--- src/rtl/clock_control.sv ---
// Run/step/reset controller: derives core clock enable and active-low reset from debounced buttons and HALT.
// Latency: button press acts DEBOUNCE_CYCLES+3 edges after the raw level rises; HALT acts on the edge it is sampled.
// Backpressure: none; HALT and button presses are the only flow control, arbitrated RESET > HALT > STOP > STEP > RUN.
module clock_control #(
    parameter int DEBOUNCE_CYCLES = 16,
    parameter int RESET_CYCLES    = 4,
    parameter int AUTORUN         = 0
) (
    input  logic        CLK,
    input  logic        RST,
    input  logic        RUN_BTN,
    input  logic        STOP_BTN,
    input  logic        STEP_BTN,
    input  logic        RESET_BTN,
    input  logic        HALT,
    output logic        CPU_RST_bar,
    output logic        CPU_CLK_EN,
    output logic [2:0]  STATE,
    output logic [15:0] CYCLE_COUNT
);

    localparam int DB_W = (DEBOUNCE_CYCLES < 2) ? 1 : $clog2(DEBOUNCE_CYCLES);
    localparam int RC_W = $clog2(RESET_CYCLES + 1);

    typedef enum logic [2:0] {
        S_RESET   = 3'd0,
        S_STOPPED = 3'd1,
        S_RUNNING = 3'd2,
        S_STEP    = 3'd3,
        S_HALTED  = 3'd4
    } state_t;

    state_t          state;
    state_t          next_state;
    logic            rst_load;
    logic [RC_W-1:0] rst_cnt;
    logic [3:0]      raw_btn;
    logic [3:0]      press;

    assign raw_btn = {RESET_BTN, STEP_BTN, STOP_BTN, RUN_BTN};

    // One synchroniser + debouncer per button; press fires once on the accepted rising edge.
    for (genvar i = 0; i < 4; i++) begin : g_btn
        logic            sync1;
        logic            sync2;
        logic            level;
        logic            level_d;
        logic [DB_W-1:0] db_cnt;

        always_ff @(posedge CLK or posedge RST) begin
            if (RST) begin
                sync1   <= 1'b0;
                sync2   <= 1'b0;
                level   <= 1'b0;
                level_d <= 1'b0;
                db_cnt  <= '0;
            end else begin
                sync1   <= raw_btn[i];
                sync2   <= sync1;
                level_d <= level;
                if (sync2 == level) begin
                    db_cnt <= '0;
                end else if (db_cnt == DB_W'(DEBOUNCE_CYCLES - 1)) begin
                    level  <= sync2;
                    db_cnt <= '0;
                end else begin
                    db_cnt <= db_cnt + DB_W'(1);
                end
            end
        end

        assign press[i] = level & ~level_d;
    end

    logic run_press, stop_press, step_press, reset_press;
    assign run_press   = press[0];
    assign stop_press  = press[1];
    assign step_press  = press[2];
    assign reset_press = press[3];

    always_comb begin
        next_state = state;
        rst_load   = 1'b0;
        if (reset_press) begin
            next_state = S_RESET;
            rst_load   = 1'b1;
        end else begin
            case (state)
                S_RESET: begin
                    if (rst_cnt == RC_W'(1))
                        next_state = (AUTORUN != 0) ? S_RUNNING : S_STOPPED;
                end
                S_STOPPED: begin
                    if (HALT)
                        next_state = S_HALTED;
                    else if (stop_press)
                        next_state = S_STOPPED;
                    else if (step_press)
                        next_state = S_STEP;
                    else if (run_press)
                        next_state = S_RUNNING;
                end
                S_RUNNING: begin
                    if (HALT)
                        next_state = S_HALTED;
                    else if (stop_press)
                        next_state = S_STOPPED;
                end
                S_STEP:    next_state = HALT ? S_HALTED : S_STOPPED;
                S_HALTED:  next_state = S_HALTED;
                default:   next_state = S_RESET;
            endcase
        end
    end

    always_ff @(posedge CLK or posedge RST) begin
        if (RST) begin
            state   <= S_RESET;
            rst_cnt <= RC_W'(RESET_CYCLES);
        end else begin
            state <= next_state;
            if (rst_load)
                rst_cnt <= RC_W'(RESET_CYCLES);
            else if (state == S_RESET && rst_cnt != RC_W'(1))
                rst_cnt <= rst_cnt - RC_W'(1);
        end
    end

    // Outputs are registered from next_state so the enable drops on the same edge HALT/STOP is taken.
    always_ff @(posedge CLK or posedge RST) begin
        if (RST) begin
            CPU_RST_bar <= 1'b0;
            CPU_CLK_EN  <= 1'b1;
            CYCLE_COUNT <= '0;
        end else begin
            CPU_RST_bar <= (next_state != S_RESET);
            CPU_CLK_EN  <= (next_state == S_RESET) || (next_state == S_RUNNING) ||
                           (next_state == S_STEP);
            if (next_state == S_RESET)
                CYCLE_COUNT <= '0;
            else if (CPU_CLK_EN && CPU_RST_bar)
                CYCLE_COUNT <= CYCLE_COUNT + 16'd1;
        end
    end

    assign STATE = state;

endmodule

--- config.mk ---
export PLATFORM = sky130hd
export DESIGN_NAME = clock_control
export DESIGN_NICKNAME = d
export VERILOG_FILES = /design/src/rtl/clock_control.sv
export SDC_FILE = /design/constraint.sdc
export NUM_CORES = 1
export LEC_CHECK = 0
export CAP_MARGIN = 0
export CORE_ASPECT_RATIO = 0.8
export CORE_MARGIN = 10
export CORE_UTILIZATION = 49
export DETAILED_ROUTE_END_ITERATION = 6
export PLACE_DENSITY_LB_ADDON = 0.25
export SKIP_LAST_GASP = 1
export SYNTH_ARGS = -nofsm -noshare
export SYNTH_HDL_FRONTEND = slang
export SYNTH_SLANG_ARGS = --single-unit
--- constraint.sdc ---
create_clock -name CLK -period 3.7 [get_ports CLK]
set_input_delay 0.555 -clock CLK [delete_from_list [all_inputs] [get_ports CLK]]
set_output_delay 0.555 -clock CLK [all_outputs]
set_load 0.01 [all_outputs]
==> impl_metrics.py <==
metrics = {
    "run_status": {
        "status": "complete, no violations",
    },
    "finish": {
        "drive_gt1_share_pct": 10.37,
        "final.fill_count": 376,
        "area_growth_pct": 16.71,
        "final_nets": 254,
        "seq_area_um2": 1404,
        "multi_input_area_um2": 987.2,
        "num_antenna_cells": 0,
        "instances_no_fill": 301,
    },
    "route": {
        "vias_per_cell": 5.156,
        "drcViolationCount": 0,
        "postRouteAntennaNets": 0,
        "vias": 1552,
        "routed_wl_mm": 4.230,
        "drt-initial-drc-count": 37,
        "routedWlPerCell_um": 14.05,
        "dr.pass1.iters": 4,
    },
    "setup_path": {
        "slowest_delay_ns": 0.61,
        "end_kind": "output port",
        "crit_required_ns": 3.14,
        "critical_path_peak_fanout": 5,
        "cp.buffers_inverters": 1,
        "worstPathCellList": "clkdlybuf4s50_1",
        "crit_arrival_ns": 1.47,
        "crit_type": "flip-flop to output port",
        "startpoint_type": "flip-flop",
        "crit_slowest_cell": "dfstp_2",
        "cp_top_family": "flip-flops",
    },
    "cts": {
        "htreeDepth": 2,
        "cts_resized": 0,
        "clkTransAtPathRegs_ns": 0.09,
        "cts_tree": "done",
        "clkSinkCount": 56,
        "hold_buffers": 0,
        "clockRootBuffer": "clkbuf_8",
        "cts_buffers": 5,
        "cts.path.max_buffers": 2,
        "clock_latency_ns": 0.31,
        "cts_setup_buffers": 0,
    },
    "logic_synthesis": {
        "synth_top_cell_by_area": "dfrtp_1",
        "yosysWarnings": 0,
        "post-synth-top-count-cell": "dfrtp_1",
        "synth_common_cells": "dfrtp_1 (54), nor2_1 (24), xnor2_1 (17), a21oi_1 (13), nand3_1 (11)",
        "yosysSeqAreaShare_pct": 57.16,
        "synth_mux_area_share_pct": 1.834,
        "synth_enable_flop_cells": 0,
        "synthesis.nets": 222,
        "synth-compound-area-share_pct": 6.266,
        "syn_avg_cell_area_um2": 11.81,
        "synthXorXnorAreaFrac_pct": 8.202,
        "synth_top_area_share_pct": 55.02,
        "synth_top_family_by_area": "simple AND/OR/NAND/NOR gates",
        "synthFlopType": "dfrtp_1",
        "synth_area_um2": 2456,
        "synth-simple-area-share_pct": 20.33,
        "synth_cell_types": 40,
        "synth_cells": 208,
        "synth.top_cells.by_area": "dfrtp_1 (55%), xnor2_1 (6.1%), nor2_1 (3.7%), ha_1 (3.6%), a21oi_1 (2.6%)",
        "synthAdderAreaFrac_pct": 3.566,
        "async_flop_share_pct": 100.0,
        "synth-seq-cells": 56,
    },
    "floorplanning": {
        "rows": 22,
        "fp.dieW_um": 99.16,
        "die-area_um2": 8262,
        "start_util_pct": 52.18,
        "core_area_um2": 4707,
        "ios": 28,
        "dieHeight_um": 83.33,
    },
    "placement": {
        "dp_hpwl_mm": 3.043,
        "place_congestion": 0.7474,
        "place_inst": 293,
        "portBuffers": 27,
    },
    "sta": {
        "finalCritPeriodShare_pct": 54.81,
        "worstMarginPinSlew_ns": 0.7596,
        "slew_headroom_pct": 49.29,
        "tns_ns": 0,
        "max_freq_ghz": 0.4931,
        "skew_ns": 0.006608,
        "finalHoldViolCount": 0,
        "rsz0062_at_grt": "false",
        "min_period_ns": 2.028,
        "setup_viol": 0,
        "drv_slew": 0,
    },
    "global_routing": {
        "grt_pass1_wl_mm": 7.044,
        "grt_overflow_total": 0,
        "grt_max_degree": 39,
        "first_global_vias": 1492,
        "globalRouteTotalUtil_pct": 10.20,
        "grt_antenna_before_repair": 0,
    },
    "pwr": {
        "power_leakage_nw": 1.252,
        "peakVddDrop_mv": 0.2892,
        "power_density_nw_per_um2": 492.6,
    },
    "job": {
        "maxCapViolations": 0,
    },
    "worst_hold_path": {
        "min_path_type": "flip-flop to flip-flop",
    },
}
[cells in the final DEF, fill, tap and decap left out, types with 8 or more instances in the layout]
master and count:
nor2_1 24, a21oi_1 13, xnor2_1 17, nand3_1 11, clkdlybuf4s50_1 27, dfrtp_1 54
o21ai_0 8, nor2b_1 8
[sequential cells by signal (all words and copies together), names as in the netlist]
signal / flops
g_btn.level: 4
CPU_RST_bar: 1
CPU_CLK_EN: 1
STATE: 3
CYCLE_COUNT: 16
g_btn.level_d: 4
g_btn.sync2: 4
g_btn.db_cnt: 16
rst_cnt: 3
g_btn.sync1: 4
[metrics by stage]
| stage | power (mW) | util, % | cell area, um2 | hold slack [ns] | setup WS [ns] |
|---|---|---|---|---|---|
| 5_1_grt | 1.495 | 60.90 | 2867 | 0.3689 | 1.619 |
| 2_1_floorplan | 1.030 | - | 2456 | 0.3312 | 1.777 |
| 4_1_cts | 1.431 | 60.90 | 2867 | 0.3583 | 1.642 |
| 3_3_place_gp | 1.082 | 58.93 | 2774 | 0.3347 | 1.808 |
| 3_5_place_dp | 1.093 | 58.93 | 2774 | 0.3371 | 1.795 |
| 6_report | 1.412 | 60.90 | 2867 | 0.3573 | 1.672 |
[final timing paths]
check / endpoint / depth (start not counted) / slack [ns] / startpoint
max: CPU_CLK_EN / 1 / 1.67 / CPU_CLK_EN
min: g_btn[3].sync2 / 0 / 0.36 / g_btn[3].sync1
max reg2reg: CYCLE_COUNT[6] / 4 / 1.82 / STATE[1]
min reg2reg: g_btn[3].sync2 / 0 / 0.36 / g_btn[3].sync1
max in group asynchronous: rst_cnt[2] / 3 / 2.22 / RST
min in group asynchronous: STATE[1] / 2 / 0.70 / RST
[report_power, final]
group	leakage, nW	internal, mW	switching (mW)
clock network	0.0510	0.150	0.186
logic	0.463	0.148	0.176
registers	0.738	0.679	0.0742
total	1.25	0.976	0.436
[per-layer routing]
metal,share of wire (%),GRT usage (%),vias up
met2,42,13.88,28
met1,50,13.47,743
met4,2.1,5.563,0
met5,0,0,-
li1,-,-,774
met3,5.7,3.891,7
[cell type report]
type / instances / area share, %
Inverter: 8 / 1.048
Tap cell: 60 / 2.619
Sequential cell: 56 / 48.97
Timing Repair Buffer: 28 / 9.690
Clock inverter: 2 / 0.3492
Clock buffer: 6 / 2.881
Multi-Input combinational cell: 141 / 34.44
[worst register-to-register path: stages (launching register included)]
cell and delay, ns:
dfrtp_1 0.45, or2_4 0.30, nor3b_4 0.28, nand2b_1 0.58, nor2_1 0.13
[logic make-up (layout without fill, tap and decap cells)]
| family | count (synthesis) | count (layout) |
|---|---|---|
| buffers and inverters | 11 | 44 |
| AOI/OAI and AO/OA | 27 | 27 |
| muxes | 4 | 4 |
| xor gates and xnor gates | 23 | 23 |
| adders and majority gates | 7 | 7 |
| DFF | 56 | 56 |
| and+or+nand+nor | 80 | 80 |
No activity file was read; power rests on OpenSTA's default activity.
